==> config.mk <==
export PLATFORM = sky130hd
export DESIGN_NAME = inst_fetch_ctrl
export DESIGN_NICKNAME = d
export VERILOG_FILES = /design/src/rtl/inst_fetch_ctrl.sv
export SDC_FILE = /design/constraint.sdc
export NUM_CORES = 1
export LEC_CHECK = 0
export CAP_MARGIN = 0
export CORE_ASPECT_RATIO = 0.6
export CORE_UTILIZATION = 28
export CTS_CLUSTER_SIZE = 16
export DETAILED_ROUTE_END_ITERATION = 10
export PLACE_DENSITY_LB_ADDON = 0.12
export SLEW_MARGIN = 5
export SYNTH_ARGS = -nofsm -noshare
export SYNTH_HDL_FRONTEND = slang
export SYNTH_SLANG_ARGS = --single-unit
export TNS_END_PERCENT = 20
==> constraint.sdc <==
create_clock -name clk -period 2.3 [get_ports clk]
set_input_delay 0.23 -clock clk [delete_from_list [all_inputs] [get_ports clk]]
set_output_delay 0.23 -clock clk [all_outputs]
set_load 0.02 [all_outputs]
==> src/rtl/inst_fetch_ctrl.sv <==
// Instruction-fetch controller feeding the D-stage register: owns the fetch PC,
// drives a synchronous-read instruction memory, sequences start-up and halts on ecall.
module inst_fetch_ctrl #(
  parameter int unsigned     PC_W      = 8,
  parameter logic [PC_W-1:0] RESET_PC  = '0,
  parameter logic [31:0]     HALT_INST = 32'h0000_0073
) (
  input  logic            clk,
  input  logic            rst,
  input  logic            start_signal_in,
  input  logic            D_stop,
  input  logic            jump_reset,
  input  logic [PC_W-1:0] jump_target,
  output logic [PC_W-1:0] imem_addr,
  input  logic [31:0]     imem_rdata,
  output logic [PC_W-1:0] pc_out,
  output logic [31:0]     inst_out,
  output logic            halted,
  output logic [15:0]     fetch_count
);

  localparam int unsigned CNT_W = 16;

  typedef enum logic [1:0] {
    IDLE  = 2'd0,
    RUN   = 2'd1,
    DRAIN = 2'd2,
    HALT  = 2'd3
  } state_e;

  state_e             state_q, state_d;
  logic [PC_W-1:0]    pc_q, pc_d;
  logic [CNT_W-1:0]   fetch_count_q, fetch_count_d;
  logic               accept;

  always_ff @(posedge clk or posedge rst) begin
    if (rst) begin
      state_q       <= IDLE;
      pc_q          <= RESET_PC;
      fetch_count_q <= '0;
    end else begin
      state_q       <= state_d;
      pc_q          <= pc_d;
      fetch_count_q <= fetch_count_d;
    end
  end

  // Next PC, next state and instruction acceptance; stall outranks redirect everywhere.
  always_comb begin
    pc_d          = pc_q;
    state_d       = state_q;
    accept        = 1'b0;
    fetch_count_d = fetch_count_q;

    if (!start_signal_in) begin
      pc_d    = RESET_PC;
      state_d = IDLE;
    end else begin
      unique case (state_q)
        IDLE: begin
          pc_d    = RESET_PC;
          state_d = RUN;
        end
        RUN: begin
          if (D_stop) begin
            pc_d = pc_q;
          end else if (jump_reset) begin
            pc_d = {jump_target[PC_W-1:2], 2'b00};
          end else begin
            pc_d   = PC_W'(pc_q + PC_W'(4));
            accept = 1'b1;
            if (imem_rdata == HALT_INST) begin
              state_d = DRAIN;
            end
          end
        end
        DRAIN: begin
          if (D_stop) begin
            pc_d = pc_q;
          end else if (jump_reset) begin
            pc_d    = {jump_target[PC_W-1:2], 2'b00};
            state_d = RUN;
          end else begin
            state_d = HALT;
          end
        end
        HALT: begin
          pc_d = pc_q;
        end
        default: begin
          pc_d    = RESET_PC;
          state_d = IDLE;
        end
      endcase
    end

    if (accept && (fetch_count_q != {CNT_W{1'b1}})) begin
      fetch_count_d = CNT_W'(fetch_count_q + CNT_W'(1));
    end
  end

  // inst_out gated combinationally so dropping start bubbles D in the same cycle.
  assign imem_addr   = pc_d;
  assign pc_out      = pc_q;
  assign inst_out    = ((state_q == RUN) && start_signal_in) ? imem_rdata : 32'd0;
  assign halted      = (state_q == HALT);
  assign fetch_count = fetch_count_q;

endmodule

# Yosys cells after proc, flatten, opt, wreduce, memory -nomap -nowiden

Cells that the tools add are included.

Register bits: 26
Output and inout port bits: 65
Input port bits: 45
Logic and storage cells: 37

Reduce and logical (&&, ||, !) cells: 4
Add/sub/neg operators: 2
Equal/unequal tests: 10
Multiplexer cells: 18

Operators by type and width:

| operator                                                                | count |
|---|---|
| 8-bit two-way mux                                                       | 5 |
| 32-bit by 7-bit == test with 1-bit output, second input constant        | 1 |
| 32-bit two-way mux                                                      | 1 |
| 8-bit case mux with 4 select lines                                      | 1 |
| 16-bit by 1-bit adder with 16-bit output, second input constant         | 1 |
| 16-bit inequality test, second input constant                           | 1 |
| 2-bit two-way mux                                                       | 6 |
| 3-bit inequality test, second input constant                            | 4 |
| 8-bit by 3-bit adder with 8-bit output, second input constant           | 1 |
| 2-bit case mux with 3 select lines                                      | 1 |
| 5-bit AND reduction                                                     | 1 |
| 2-bit == test, second input constant                                    | 2 |
| 1-bit two-way mux                                                       | 4 |
| 4-bit by 1-bit inequality test with 1-bit output, second input constant | 1 |
| 2-bit by 1-bit == test with 1-bit output, second input constant         | 1 |
| 1-bit logical AND                                                       | 2 |
| 2-bit zero test                                                         | 1 |

# Depth between registers and ports, before layout

Depth in word-level cells: 6
Gate-level depth with buffers: 8
Mapped depth without buffers: 7

# Worst setup path before layout

OpenSTA, ideal clock, no wires.

Kind: register -> output
Start: reg pc_q[3] (netlist: pc_out[3])
End: out imem_addr[6]
Buffers on the path: 0
Required time: 2,070 ps
Stages on the path, launching flop included: 7
Arrival: 1,814 ps
Slack: 256 ps
Cell sequence: dfrtp_1 ha_1 nand3_1 nor4b_1 a31oi_1 or2_2 a21oi_1

Word-level cells in the longest chain between the ends: 5

RTL lines:

| item                                   | line | source |
|---|---|---|
| start, declared                        | 32   | `logic [PC_W-1:0] pc_q, pc_d;` |
| start signal, assigned                 | 43   | `pc_q <= pc_d;` |
| 8-bit by 3-bit adder with 8-bit output | 70   | `pc_d = PC_W'(pc_q + PC_W'(4));` |
| 8-bit two-way mux                      | 67   | `end else if (jump_reset) begin` |
| 8-bit two-way mux                      | 65   | `if (D_stop) begin` |
| 8-bit case mux with 4 select lines     | 59   | `unique case (state_q)` |
| 8-bit two-way mux                      | 55   | `if (!start_signal_in) begin` |
| end, declared                          | 14   | `output logic [PC_W-1:0] imem_addr,` |

Every way passes these cells.

# Final worst setup path

Start: in jump_reset
End: out imem_addr[5]

Word-level cells in the longest chain between the ends: 4
Elaborated cells between the ends (all ways): 6
Classes of those cells: mux (6)

RTL lines:

| item                                 | line   | source |
|---|---|---|
| start, declared                      | 12     | `input logic jump_reset,` |
| 8-bit two-way mux (on tied branches) | 80, 67 |  |
| 8-bit two-way mux (on tied branches) | 78, 65 |  |
| 8-bit case mux with 4 select lines * | 59     |  |
| 8-bit two-way mux *                  | 55     |  |

Mark *: on every way between the ends. The rest lies on a longest branch, timed or not.

==> impl_metrics.tcl <==
set metrics [dict create \
    clock_latency_ns 0.26 \
    crit_path_end_kind "primary output" \
    min_period_ns 2.19 \
    fmax_ghz 0.456 \
    dp_hpwl_mm 4.94 \
    clk_pin_slew_ns 0.08 \
    drt-initial-drc-count 136 \
    relSlewSlack_pct 71.8 \
    path_cells "clkdlybuf4s50_1 -> nor2b_1 -> buf_4 -> mux2_2 -> a22oi_1 -> o22ai_1 -> dlygate4sd2_1" \
    skew_ns 0.00370 \
    start_util_pct 29.7 \
    synth_cell_types 45 \
    antenna_left 0 \
    core_area_mm2 0.00625 \
    p_leak_nw 1.53 \
    p_sw_mw 0.885 \
    num_rows 22 \
    drv_slew 0 \
    numCtsBuffers 3 \
    die_h_um 65.0 \
    cp_data_arrival_time_ns 1.96 \
    r2r_start "state_q[0]" \
    synth_cells 210 \
    grt_pass1_vias 1960 \
    hp-class "in -> async" \
    period_share_pct 95.3 \
    sequentialPowerShare_pct 26.3 \
    p_int_mw 1.31 \
    async_flop_share_pct 100 \
    synth_edf_count 0 \
    drc_errors 0 \
    nets 386 \
    yosysSeqAreaShare_pct 35.1 \
    critical_path.slowest_cell "clkdlybuf4s50_1" \
    avgSynthCellArea_um2 8.83 \
    syn-num-nets 261 \
    num_antenna_cells 0 \
    switching_share_pct 40.3 \
    via_per_inst 4.79 \
    drive_gt1_share_pct 15.3 \
    io_pins 110 \
    die_area_mm2 0.00696 \
    pre_cts_slack_ns -0.170 \
    io_buffers 107 \
    grt_first_pass_wirelength_mm 10.2 \
    die_width_um 107 \
    detail_route.first_pass.iterations 5 \
    synth_ff_type "dfrtp_1" \
    fin_cells 417 \
    syn-cell-area_mm2 0.00185 \
    power_density_mw_per_mm2 681 \
    grt_max_degree 36 \
    grtUsageTotal_pct 18.5 \
    endpoint "imem_addr[5]" \
    ys_warn_count 0 \
    cap_viol_max_count 0 \
    r2r_cells 8 \
    clkPwrFrac_pct 11.3 \
    clock_sinks 26 \
    ys_ff_latch 26 \
    final_cell_mix "93 x clkdlybuf4s50_1, 33 x and3_1, 29 x buf_4" \
    grt_overflow_total 0 \
    crit_family "buffers and inverters" \
    fin_ws_ns 0.108 \
    hold_violations 0 \
    route.final.wire_length_mm 6.18 \
    slowest_delay_ns 0.50 \
    clock_path_buffers 2 \
    path_max_fanout 7 \
    critical_path_buf_inv_count 3 \
    r2r_slack_ns 0.24 \
    critPathRequiredTime_ns 2.07 \
    h-tree-depth 1 \
    root_buffer "clkbuf_8" \
    pwr-share-comb_pct 62.4 \
    final_common_cell "clkdlybuf4s50_1" \
    gp_congestion 0.771 \
    num_vias 1997 \
    worst_ir_drop_vdd_mv 0.297 \
    stdcell_area_mm2 0.00323 \
    placed_cell_area_mm2 0.00316 \
    outcome "finished clean" \
    cts_tree "done" \
    antenna_found_initial 0 \
    timing.rr.end "fetch_count[9]" \
    syn_to_final_growth_pct 74.0 \
    startpoint "jump_reset" \
    setup_viol 0 \
    crit_cells 7 \
    start_kind "input port" \
    worstMarginPinSlew_ns 0.420 \
    routedWlPerCell_um 14.8 \
    placed_cells 412 \
    criticalPathCategory "in -> out" \
    rsz0062_at_grt "false" \
]
registers in the layout, indices dropped and copies added (netlist names):
register and cells:
pc_out 8, state_q 2, fetch_count 16
stage by stage:
| step | hold WS (ns) | power [mW] | TNS (ns) | util, % |
|---|---|---|---|---|
| after floorplan | 0.270 | 1.28 | 0 | - |
| after global placement | 0.485 | 1.87 | -0.738 | 50.6 |
| after detailed placement | 0.479 | 1.88 | -0.809 | 50.6 |
| after CTS | 0.321 | 2.18 | -0.00116 | 51.4 |
| after global routing | 0.382 | 2.35 | 0 | 51.6 |
| final | 0.310 | 2.20 | 0 | 51.6 |
power groups by stage:
| stage | clock, mW | combinational (mW) | sequential, mW |
|---|---|---|---|
| final | 0.247 | 1.37 | 0.578 |
| after global routing | 0.278 | 1.48 | 0.590 |
| after CTS | 0.261 | 1.35 | 0.576 |
| after detailed placement | 0 | 1.29 | 0.588 |
| after global placement | 0 | 1.28 | 0.589 |
| after floorplan | 0 | 0.655 | 0.623 |
what timing repair did:
item / in CTS / in global routing
resized for setup: 14 / 21
buffers inserted: 2 / 0
setup endpoints to repair: 10 / 39
hold buffers: 0 / 0
worst min path at each step:
stage	start	endpoint	slack, ns
after floorplan	rst	fetch_count[0]	0.27
after global placement	fetch_count[14]	fetch_count[14]	0.48
after detailed placement	fetch_count[14]	fetch_count[14]	0.48
after CTS	rst	pc_out[0]	0.32
after global routing	rst	pc_out[6]	0.38
final	rst	fetch_count[11]	0.31
per-layer routing:
layer  part of all wire [%]  up-vias  track usage, %
met2                     41       51            26.9
li1                       -     1031               -
met5                      0        -               0
met3                    4.5        2            3.72
met4                   0.28        0            1.03
met1                     54      913            28.7
cells in the mapped netlist, drive strengths merged, types with 3 or more instances:
| cell | count | area (um^2) |
|---|---|---|
| o21a | 3 | 22.5 |
| mux2 | 5 | 56.3 |
| xor2 | 5 | 43.8 |
| xnor2 | 8 | 70.1 |
| nor2 | 15 | 56.3 |
| nand3 | 15 | 80.1 |
| clkbuf | 14 | 53.8 |
| a22oi | 3 | 22.5 |
| o22ai | 3 | 18.8 |
| nor4 | 8 | 50.1 |
| and3 | 33 | 206 |
| ha | 6 | 75.1 |
| and4 | 3 | 26.3 |
| nand2 | 8 | 30.0 |
| and2 | 4 | 25.0 |
| mux2i | 4 | 40.0 |
| o21ai | 6 | 30.0 |
| a21oi | 3 | 15.0 |
| inv | 5 | 18.8 |
| dfrtp | 26 | 651 |
| nand4 | 5 | 31.3 |
cell type report:
| cell class | instances | area (um^2) |
|---|---|---|
| inverters | 5 | 18.8 |
| well taps | 84 | 105 |
| multi-input cells | 163 | 1120 |
| clock buffers | 3 | 41.3 |
| fillers | 600 | 3020 |
| flip-flops and latches | 26 | 651 |
| repair buffers | 136 | 1290 |
tightest hold or removal path: cells and delay by family:
| kind | cells | cell delay, ns |
|---|---|---|
| buffers and inverters | 3 | 0.75 |
kinds of logic after synthesis:
kind of cell / after synthesis / synth area share (%)
XOR/XNOR: 13 / 6.14
multiplexers: 9 / 5.20
buffers and inverters: 21 / 4.79
flip-flops: 26 / 35.1
AO/OA/AOI/OAI: 31 / 12.3
adder cells (fa/ha/maj): 6 / 4.05
AND/OR/NAND/NOR: 104 / 32.5
Note: power is estimated with default switching activity, not from simulation.
